File: config.mk
export PLATFORM = sky130hd
export DESIGN_NAME = clock_div_prog
export DESIGN_NICKNAME = d
export VERILOG_FILES = /design/src/rtl/clock_div_prog_pkg.sv /design/src/rtl/clock_div_channel.sv /design/src/rtl/clock_div_prog.sv
export SDC_FILE = /design/constraint.sdc
export NUM_CORES = 1
export LEC_CHECK = 0
export CORE_UTILIZATION = 30
export DETAILED_ROUTE_END_ITERATION = 12
export GPL_ROUTABILITY_DRIVEN = 0
export PLACE_DENSITY = 0.46
export SLEW_MARGIN = 20
export SYNTH_ARGS = -nofsm -noshare
export SYNTH_HDL_FRONTEND = slang
export SYNTH_SLANG_ARGS = --single-unit
File: constraint.sdc
create_clock -name clk -period 11.9 [get_ports clk]
set_input_delay 2.38 -clock clk [delete_from_list [all_inputs] [get_ports clk]]
set_output_delay 2.38 -clock clk [all_outputs]
set_load 0.05 [all_outputs]
File: src/rtl/clock_div_prog_pkg.sv
// Shared definitions for the programmable clock divider: divisor floor and the
// per-edge channel action encoding, listed from highest to lowest priority.
package clock_div_prog_pkg;

   localparam int MIN_DIV = 2;

   // Reset outranks all of these and is handled directly in the channel flops.
   typedef enum logic [1:0] {
      ACT_DISABLE = 2'd0,
      ACT_RESTART = 2'd1,
      ACT_WRAP    = 2'd2,
      ACT_COUNT   = 2'd3
   } ch_action_e;

   // Every action except a plain count lands on phase 0, which is where a
   // pending divisor may be swapped in without glitching the output.
   function automatic logic is_boundary(input ch_action_e act);
      return act != ACT_COUNT;
   endfunction

endpackage

File: src/rtl/clock_div_channel.sv
// One divider channel: phase counter, active and pending divisor, registered
// divided clock, phase-0 tick, pending flag and rejected-load pulse.
module clock_div_channel
   import clock_div_prog_pkg::*;
#(
   parameter int DIV_W       = 8,
   parameter int DEFAULT_DIV = 2
) (
   input  logic             clk,
   input  logic             reset,
   input  logic             i_en,
   input  logic             i_sync,
   input  logic             i_load,
   input  logic [DIV_W-1:0] i_value,
   output logic             o_pend,
   output logic             o_err,
   output logic             o_clk_out,
   output logic             o_tick
);

   logic [DIV_W-1:0] r_cnt;
   logic [DIV_W-1:0] r_div;
   logic [DIV_W-1:0] r_pend_div;
   logic             r_pend;
   logic             r_run;
   logic             r_clk_out;
   logic             r_tick;
   logic             r_err;

   ch_action_e       w_action;
   logic             w_load_ok;
   logic             w_load_bad;
   logic             w_apply;
   logic [DIV_W-1:0] w_div_next;
   logic [DIV_W-1:0] w_cnt_next;
   logic [DIV_W:0]   w_hi;

   always_comb begin
      w_load_ok  = i_load && (i_value >= DIV_W'(MIN_DIV));
      w_load_bad = i_load && !w_load_ok;

      if (!i_en) begin
         w_action = ACT_DISABLE;
      end else if (i_sync || !r_run) begin
         w_action = ACT_RESTART;
      end else if (r_cnt == r_div - DIV_W'(1)) begin
         w_action = ACT_WRAP;
      end else begin
         w_action = ACT_COUNT;
      end

      // A load on this same edge only becomes pending; the value swapped in
      // here is the one that was already waiting.
      w_apply    = is_boundary(w_action) && r_pend;
      w_div_next = w_apply ? r_pend_div : r_div;
      w_cnt_next = (w_action == ACT_COUNT) ? r_cnt + DIV_W'(1) : '0;
      // One extra bit so D = 2^DIV_W-1 cannot overflow the ceil(D/2) sum.
      w_hi       = ({1'b0, w_div_next} + (DIV_W+1)'(1)) >> 1;
   end

   always_ff @(posedge clk) begin
      if (!reset) begin
         r_cnt      <= '0;
         r_div      <= DIV_W'(DEFAULT_DIV);
         r_pend_div <= DIV_W'(DEFAULT_DIV);
         r_pend     <= 1'b0;
         r_run      <= 1'b0;
         r_clk_out  <= 1'b0;
         r_tick     <= 1'b0;
         r_err      <= 1'b0;
      end else begin
         r_cnt     <= w_cnt_next;
         r_div     <= w_div_next;
         r_run     <= i_en;
         r_err     <= w_load_bad;
         r_clk_out <= (w_action != ACT_DISABLE) && ({1'b0, w_cnt_next} < w_hi);
         r_tick    <= (w_action != ACT_DISABLE) && (w_cnt_next == '0);

         if (w_load_ok) begin
            r_pend_div <= i_value;
            r_pend     <= 1'b1;
         end else if (w_apply) begin
            r_pend     <= 1'b0;
         end
      end
   end

   assign o_pend    = r_pend;
   assign o_err     = r_err;
   assign o_clk_out = r_clk_out;
   assign o_tick    = r_tick;

endmodule

File: src/rtl/clock_div_prog.sv
// N_CH-channel programmable clock divider; each channel runs independently and
// the top only slices the divisor bus and gathers the per-channel outputs.
module clock_div_prog
   import clock_div_prog_pkg::*;
#(
   parameter int N_CH        = 4,
   parameter int DIV_W       = 8,
   parameter int DEFAULT_DIV = 2
) (
   input  logic                  clk,
   input  logic                  reset,
   input  logic [N_CH-1:0]       ch_en,
   input  logic                  sync,
   input  logic [N_CH-1:0]       div_load,
   input  logic [N_CH*DIV_W-1:0] div_value,
   output logic [N_CH-1:0]       div_pend,
   output logic [N_CH-1:0]       div_err,
   output logic [N_CH-1:0]       clk_out,
   output logic [N_CH-1:0]       tick
);

   genvar gi;
   generate
      for (gi = 0; gi < N_CH; gi++) begin : g_ch
         clock_div_channel #(
            .DIV_W       (DIV_W),
            .DEFAULT_DIV (DEFAULT_DIV)
         ) u_ch (
            .clk       (clk),
            .reset     (reset),
            .i_en      (ch_en[gi]),
            .i_sync    (sync),
            .i_load    (div_load[gi]),
            .i_value   (div_value[gi*DIV_W +: DIV_W]),
            .o_pend    (div_pend[gi]),
            .o_err     (div_err[gi]),
            .o_clk_out (clk_out[gi]),
            .o_tick    (tick[gi])
         );
      end
   endgenerate

endmodule

# Word-level counts from Yosys, hierarchy flattened
# Index checks and enable logic that the tools add are counted.
word_totals:
  regBits: 116
  latchBits: 0
  mem_bits_rw: 0
  rom_bits: 0
  input_bits: 43
  wordCells: 136
  n_memories: 0
classes:
  add_sub_neg: 12
  n_mul: 0
  div: 0
  n_lt_le_gt_ge: 8
  n_eq_ne: 12
  shifts: 0
  mux: 28
  n_bitwise: 0
  reduce_logical: 44
ops:
  columns: ["operator", "n"]
  rows:
  - ["8-bit 2-to-1 mux", 8]
  - ["8-bit by 1-bit adder with 9-bit output (second input constant)", 4]
  - ["8-bit by 1-bit adder with 8-bit output (second input constant)", 4]
  - ["8-bit equality test", 4]
  - ["8-bit by 2-bit greater-or-equal comparator with 1-bit output (second input constant)", 4]
  - ["8-bit zero test", 4]
  - ["8-bit < comparator", 4]
  - ["8-bit by 1-bit subtractor with 8-bit output (second input constant)", 4]
  - ["1-bit logical AND", 20]
  - ["2-bit 2-to-1 mux", 8]
  - ["2-bit nonzero test", 8]
  - ["1-bit 2-to-1 mux", 12]
  - ["2-bit equality test (second input constant)", 4]
  - ["1-bit zero test", 8]
  - ["2-bit inequality test (second input constant)", 4]
  - ["1-bit logical OR", 4]

# Longest topological paths before layout
logic_depth:
  word_depth: 11
  ltp_mapped: 21
  depth_no_buf: 18

# By module
# From an unflattened synthesis, not the netlist that was laid out.
hier_totals:
  hier_cells: 875
  hier_area_um2: 7255.7
by_module_without_submodules:
  columns: ["mod", "n_inst", "cells_per_inst", "area_each_um2", "seq_area_each_um2"]
  rows:
  - ["clock_div_channel at g_ch[0].u_ch ...", 3, 219, 1814.2, 580.6]
  - ["clock_div_channel at g_ch[3].u_ch", 1, 218, 1813.0, 580.6]

# Worst setup path before layout
# Ideal clock, no wire load.
synth_path:
  path_type: "input to register"
  from: "input ch_en[1]"
  to: "register g_ch[1].u_ch.r_clk_out"
  setup_ns: 0.114
  arrival_ns: 4.812
  slack_ns: 6.973
  stages: 16
  n_path_buf: 2
  cell_sequence: "nand2_1 > nor2_1 > o21a_1 > clkbuf_1 > o21ai_0 > nand2_1 > ha_1 > clkbuf_1 > nand3_1 > xnor2_1 > mux2i_1 > ha_1 > a21o_1 > a21oi_1 > nor2b_1 > a2111oi_0"
synth_between:
  elab_chain_len: 7
  elab_cells_between_ends: 10
  cone_classes: "add/sub: 1; order compare: 1; eq/ne: 2; mux: 3; reduce/logical: 3"
synth_rtl:
  columns: ["element", "line_no", "source"]
  rows:
  - ["start: declaration", "clock_div_prog.sv:12", "input logic [N_CH-1:0] ch_en,"]
  - ["2-bit 2-to-1 mux", "clock_div_channel.sv:42", "if (!i_en) begin"]
  - ["2-bit inequality test", "clock_div_prog_pkg.sv:18", "return act != ACT_COUNT;"]
  - ["1-bit logical AND", "clock_div_channel.sv:54", "w_apply = is_boundary(w_action) && r_pend;"]
  - ["8-bit 2-to-1 mux", "clock_div_channel.sv:55", "w_div_next = w_apply ? r_pend_div : r_div;"]
  - ["net g_ch[1].u_ch.w_div_next[1]", "clock_div_channel.sv:34", "logic [DIV_W-1:0] w_div_next;"]
  - ["8-bit by 1-bit adder with 9-bit output", "clock_div_channel.sv:58", "w_hi = ({1'b0, w_div_next} + (DIV_W+1)'(1)) >> 1;"]
  - ["8-bit < comparator", "clock_div_channel.sv:76", "r_clk_out <= (w_action != ACT_DISABLE) && ({1'b0, w_cnt_next} < w_hi);"]
  - ["1-bit logical AND", "clock_div_channel.sv:76", null]
  - ["end signal: assignment", "clock_div_channel.sv:76", null]
  - ["end: declaration", "clock_div_channel.sv:26", "logic r_clk_out;"]
# The timed path passes the listed nets, and every way through them passes these cells.
# A chain may end at the register's enable or synchronous reset.

# Worst setup path in the final report
layout_path:
  from: "input sync"
  to: "register g_ch[1].u_ch.r_clk_out"
layout_between:
  elab_chain_len: 9
  elab_cells_between_ends: 12
  cone_classes: "add/sub: 1; order compare: 1; eq/ne: 2; mux: 4; reduce/logical: 4"
layout_rtl:
  columns: ["element", "line_no", "source"]
  rows:
  - ["start: declaration", "clock_div_prog.sv:13", "input logic sync,"]
  - ["1-bit logical OR", "clock_div_channel.sv:44", "end else if (i_sync || !r_run) begin"]
  - ["2-bit 2-to-1 mux", "clock_div_channel.sv:44", null]
  - ["2-bit 2-to-1 mux", "clock_div_channel.sv:42", null]
  - ["2-bit inequality test", "clock_div_prog_pkg.sv:18", null]
  - ["1-bit logical AND", "clock_div_channel.sv:54", null]
  - ["8-bit 2-to-1 mux", "clock_div_channel.sv:55", null]
  - ["net g_ch[1].u_ch.w_div_next[0]", "clock_div_channel.sv:34", null]
  - ["8-bit by 1-bit adder with 9-bit output", "clock_div_channel.sv:58", null]
  - ["8-bit < comparator", "clock_div_channel.sv:76", null]
  - ["1-bit logical AND", "clock_div_channel.sv:76", null]
# The timed path passes the listed nets, and every way through them passes these cells.

==> impl_metrics.csv <==
group,metric,value,unit
placement,detailed_place.area,7990,um^2
layout,fin_area,8620,um^2
worst_setup_path,crit_top_cell,"ha_1",
layout,multiInputGateArea,4560,um^2
power,leakage,0.00335,uW
drt,wl,19.0,mm
power,power.switching,266,uW
layout,insertedDiodeCount,0,
clock_network,root_buffer,"clkbuf_16",
drt,dr_total_vias,6204,
power,sequentialPowerShare,39.0,%
sta,setup_viol,0,
clock_network,cts.sinks,116,
yosys,synth_area,7330,um^2
worst_setup_path,endpoint_kind,"register",
yosys,avgSynthCellArea,7.91,um^2
layout,drive_above_1_share,5.03,%
worst_setup_path,path_buf_inv,1,
drt,wl_per_cell,14.9,um
clock_network,clk_latency,0.42,ns
clock_network,cts_setup_buffers,0,
worst_setup_path,crit_type,"in -> reg",
worst_setup_path,startpoint_type,"input pin",
power,powerDensity,125,nW/um^2
worst_setup_path,rr_endpoint,"g_ch[1].u_ch.o_clk_out",
worst_setup_path,r2r_start,"g_ch[1].u_ch.r_div[0]",
clock_network,clk_pin_slew,0.06,ns
power,total_power,1080,uW
drt,ant_nets,0,
grt,grtUsageTotal,16.2,%
run,maxCapViolCount,0,
drt,firstDrtPassIters,5,
layout,fillers,2511,
worst_setup_path,cpMaxStageDelayCell,"clkdlybuf4s50_1",
worst_setup_path,arrival,5.73,ns
sta,max_freq,0.184,GHz
layout,regArea,2320,um^2
sta,hold_viol_final,0,
drt,vias_per_cell,4.87,
yosys,synth_edf_count,0,
worst_setup_path,path_delay_family,"compound AO/OA/AOI/OAI gates",
clock_network,cts_tree,"built",
drt,drtIter0Drc,383,
grt,grt_overflow,0,
power,p_comb_share,10.2,%
yosys,yosysUniqueCellTypes,58,
run_status,status,"finished clean",
sta,rsz0062_at_grt,"no",
layout,final_cells,1273,
clock_network,cts_resized,0,
layout,num-nets-final,1024,
worst_setup_path,rrSetupSlack,7.62,ns
worst_setup_path,critical_path_depth,14,
layout,synthToLayoutAreaGrowth,17.6,%
worst_setup_path,crit_required,12.19,ns
sta,period_minus_slack,5.44,ns
hold_path,hold_path_class,"reg -> reg",
floorplan,die_h,158,um
yosys,synth_most_common_cell,"nor2_1",
clock_network,htreeDepth,4,
floorplan,die_x,158,um
drt,drc_errors,0,
sta,tightestPinTransition,0.742,ns
grt,grt_antenna_before_repair,0,
hold_path,hold_start,"g_ch[2].u_ch.o_pend",
floorplan,pin_count,59,
yosys,synth_top_area_share,31.7,%
yosys,ys.warnings.count,0,
floorplan,design.core.area,23700,um^2
worst_setup_path,rr_worst_depth,17,
worst_setup_path,critPathMaxFanout,13,
sta,tns,0,ns
clock_network,cts_max_path_buffers,2,
clock_network,cts_buffers,17,
worst_setup_path,max_stage_delay,0.56,ns
clock_network,holdBufCountCts,0,
yosys,syn_nets,1009,
worst_setup_path,critPathLaunch,"sync",
placement,dp_hpwl,13.9,mm
yosys,ys_ff_latch,116,
worst_setup_path,path_cells,"clkdlybuf4s50_1 -> nor2_1 -> o21a_1 -> o21ai_0 -> nand2_1 -> ha_1 -> nand3_1 -> xnor2_1 -> mux2i_1 -> ha_1 -> a21o_1 -> a21oi_1 -> nor2b_1 -> a2111oi_0",
power,pwr-share-clk,50.8,%
grt,grt_pass1_wl,31.6,mm
power,swShare,24.6,%
sta,report.final.slew_viol_count,0,
worst_setup_path,crit_path_end,"g_ch[1].u_ch.o_clk_out",
floorplan,placementRows,56,
sta,hold-worst-slack,0.490,ns
floorplan,die_area,25100,um^2
yosys,ys_top_cells_by_area,"dfxtp_1 (32%), xnor2_1 (7.6%), ha_1 (6.8%)",
placement,dp_cells,1241,
placement,io_buffers,58,
power,internal-power,814,uW
yosys,ys_async_sr_fraction,0,%
yosys,syn_inst,926,
grt,grt_pass1_vias,5961,
yosys,synth_commonest_cells,"nor2_1 (118), dfxtp_1 (116), nand3_1 (90)",
power,ir_drop,76.8,uV
sta,slew_headroom,50.5,%
grt,grt_max_degree,36,
floorplan,initial_utilization,30.9,%
yosys,ys_seq_area_share,31.7,%
yosys,synth_ff_type,"dfxtp_1",
sta,fin_skew,0.00929,ns
sta,finalCritPeriodShare,45.7,%
yosys,yosys.area.top_type,"dfxtp_1",
-- worst min-delay path by stage --
| stage | cells past startpoint | to |
|---|---|---|
| global route | 2 | g_ch[2].u_ch.o_pend |
| global placement | 2 | g_ch[2].u_ch.o_pend |
| detailed placement | 2 | g_ch[2].u_ch.o_pend |
| CTS | 2 | g_ch[1].u_ch.r_pend_div[7] |
| floorplan | 2 | g_ch[2].u_ch.o_pend |
| finish | 2 | g_ch[2].u_ch.o_pend |
-- registers in the layout, indices dropped and copies added, names as in the netlist --
register / count
g_ch.u_ch.r_cnt: 32
g_ch.u_ch.r_div: 32
g_ch.u_ch.r_pend_div: 32
g_ch.u_ch.o_clk_out: 4
g_ch.u_ch.o_err: 4
g_ch.u_ch.o_pend: 4
g_ch.u_ch.o_tick: 4
g_ch.u_ch.r_run: 4
-- per-stage QoR --
step                util, %  setup WS [ns]
floorplan                 -           6.97
global placement       33.7           6.07
detailed placement     33.7           6.01
finish                 36.4           6.46
CTS                    36.4           6.40
global route           36.4           6.07
-- layout make-up --
cell class	count	share of cell area [%]
clock inverters	8	1.39
flip-flops and latches	116	26.9
multi-input cells	718	52.9
repair buffers	62	7.08
clock buffers	24	5.94
well taps	319	4.63
inverters	26	1.13
-- cell usage in the layout, fill, tap and decap left out, drive strengths merged, types with 16 or more instances in the layout --
cell             n
and3            30
clkbuf          24
clkdlybuf4s50   58
xor2            44
ha              40
dfxtp          116
mux2i           29
xnor2           64
inv             26
nand2           81
nand2b          16
nor2           118
o21ai           36
a21oi           61
nand3           90
-- cell families after synthesis --
group	Yosys count	synth area share (%)
mux	34	4.78
compound gates	142	11.8
xor+xnor	109	13.2
fa+ha+maj	40	6.83
simple gates	393	25.6
buf+inv	92	6.10
flops	116	31.7
-- power by group through the flow --
stage / Combinational, uW / Sequential [uW] / Clock [uW]
detailed placement: 111 / 429 / 0
global placement: 111 / 430 / 0
global route: 123 / 423 / 578
finish: 110 / 421 / 549
floorplan: 83.9 / 419 / 0
CTS: 112 / 421 / 564
-- routing by layer --
layer / vias up / track usage [%] / part of all wire [%]
li1: 3225 / - / -
met1: 2869 / 22.2 / 51
met2: 103 / 25.5 / 46
met3: 7 / 2.99 / 3.0
met4: 0 / 4.90 / 0.83
met5: - / 0 / 0
-- worst reg2reg max path: cells and delay by family, from the launching register on --
kind,cells,cell delay [ns]
AND/OR/NAND/NOR,4,0.54
buffers and inverters,1,0.08
XOR/XNOR,1,0.18
adder cells (fa/ha/maj),3,0.93
AO/OA/AOI/OAI,6,1.58
flip-flops,1,0.48
multiplexers,2,0.38
No activity file was read; power rests on OpenSTA's default activity.
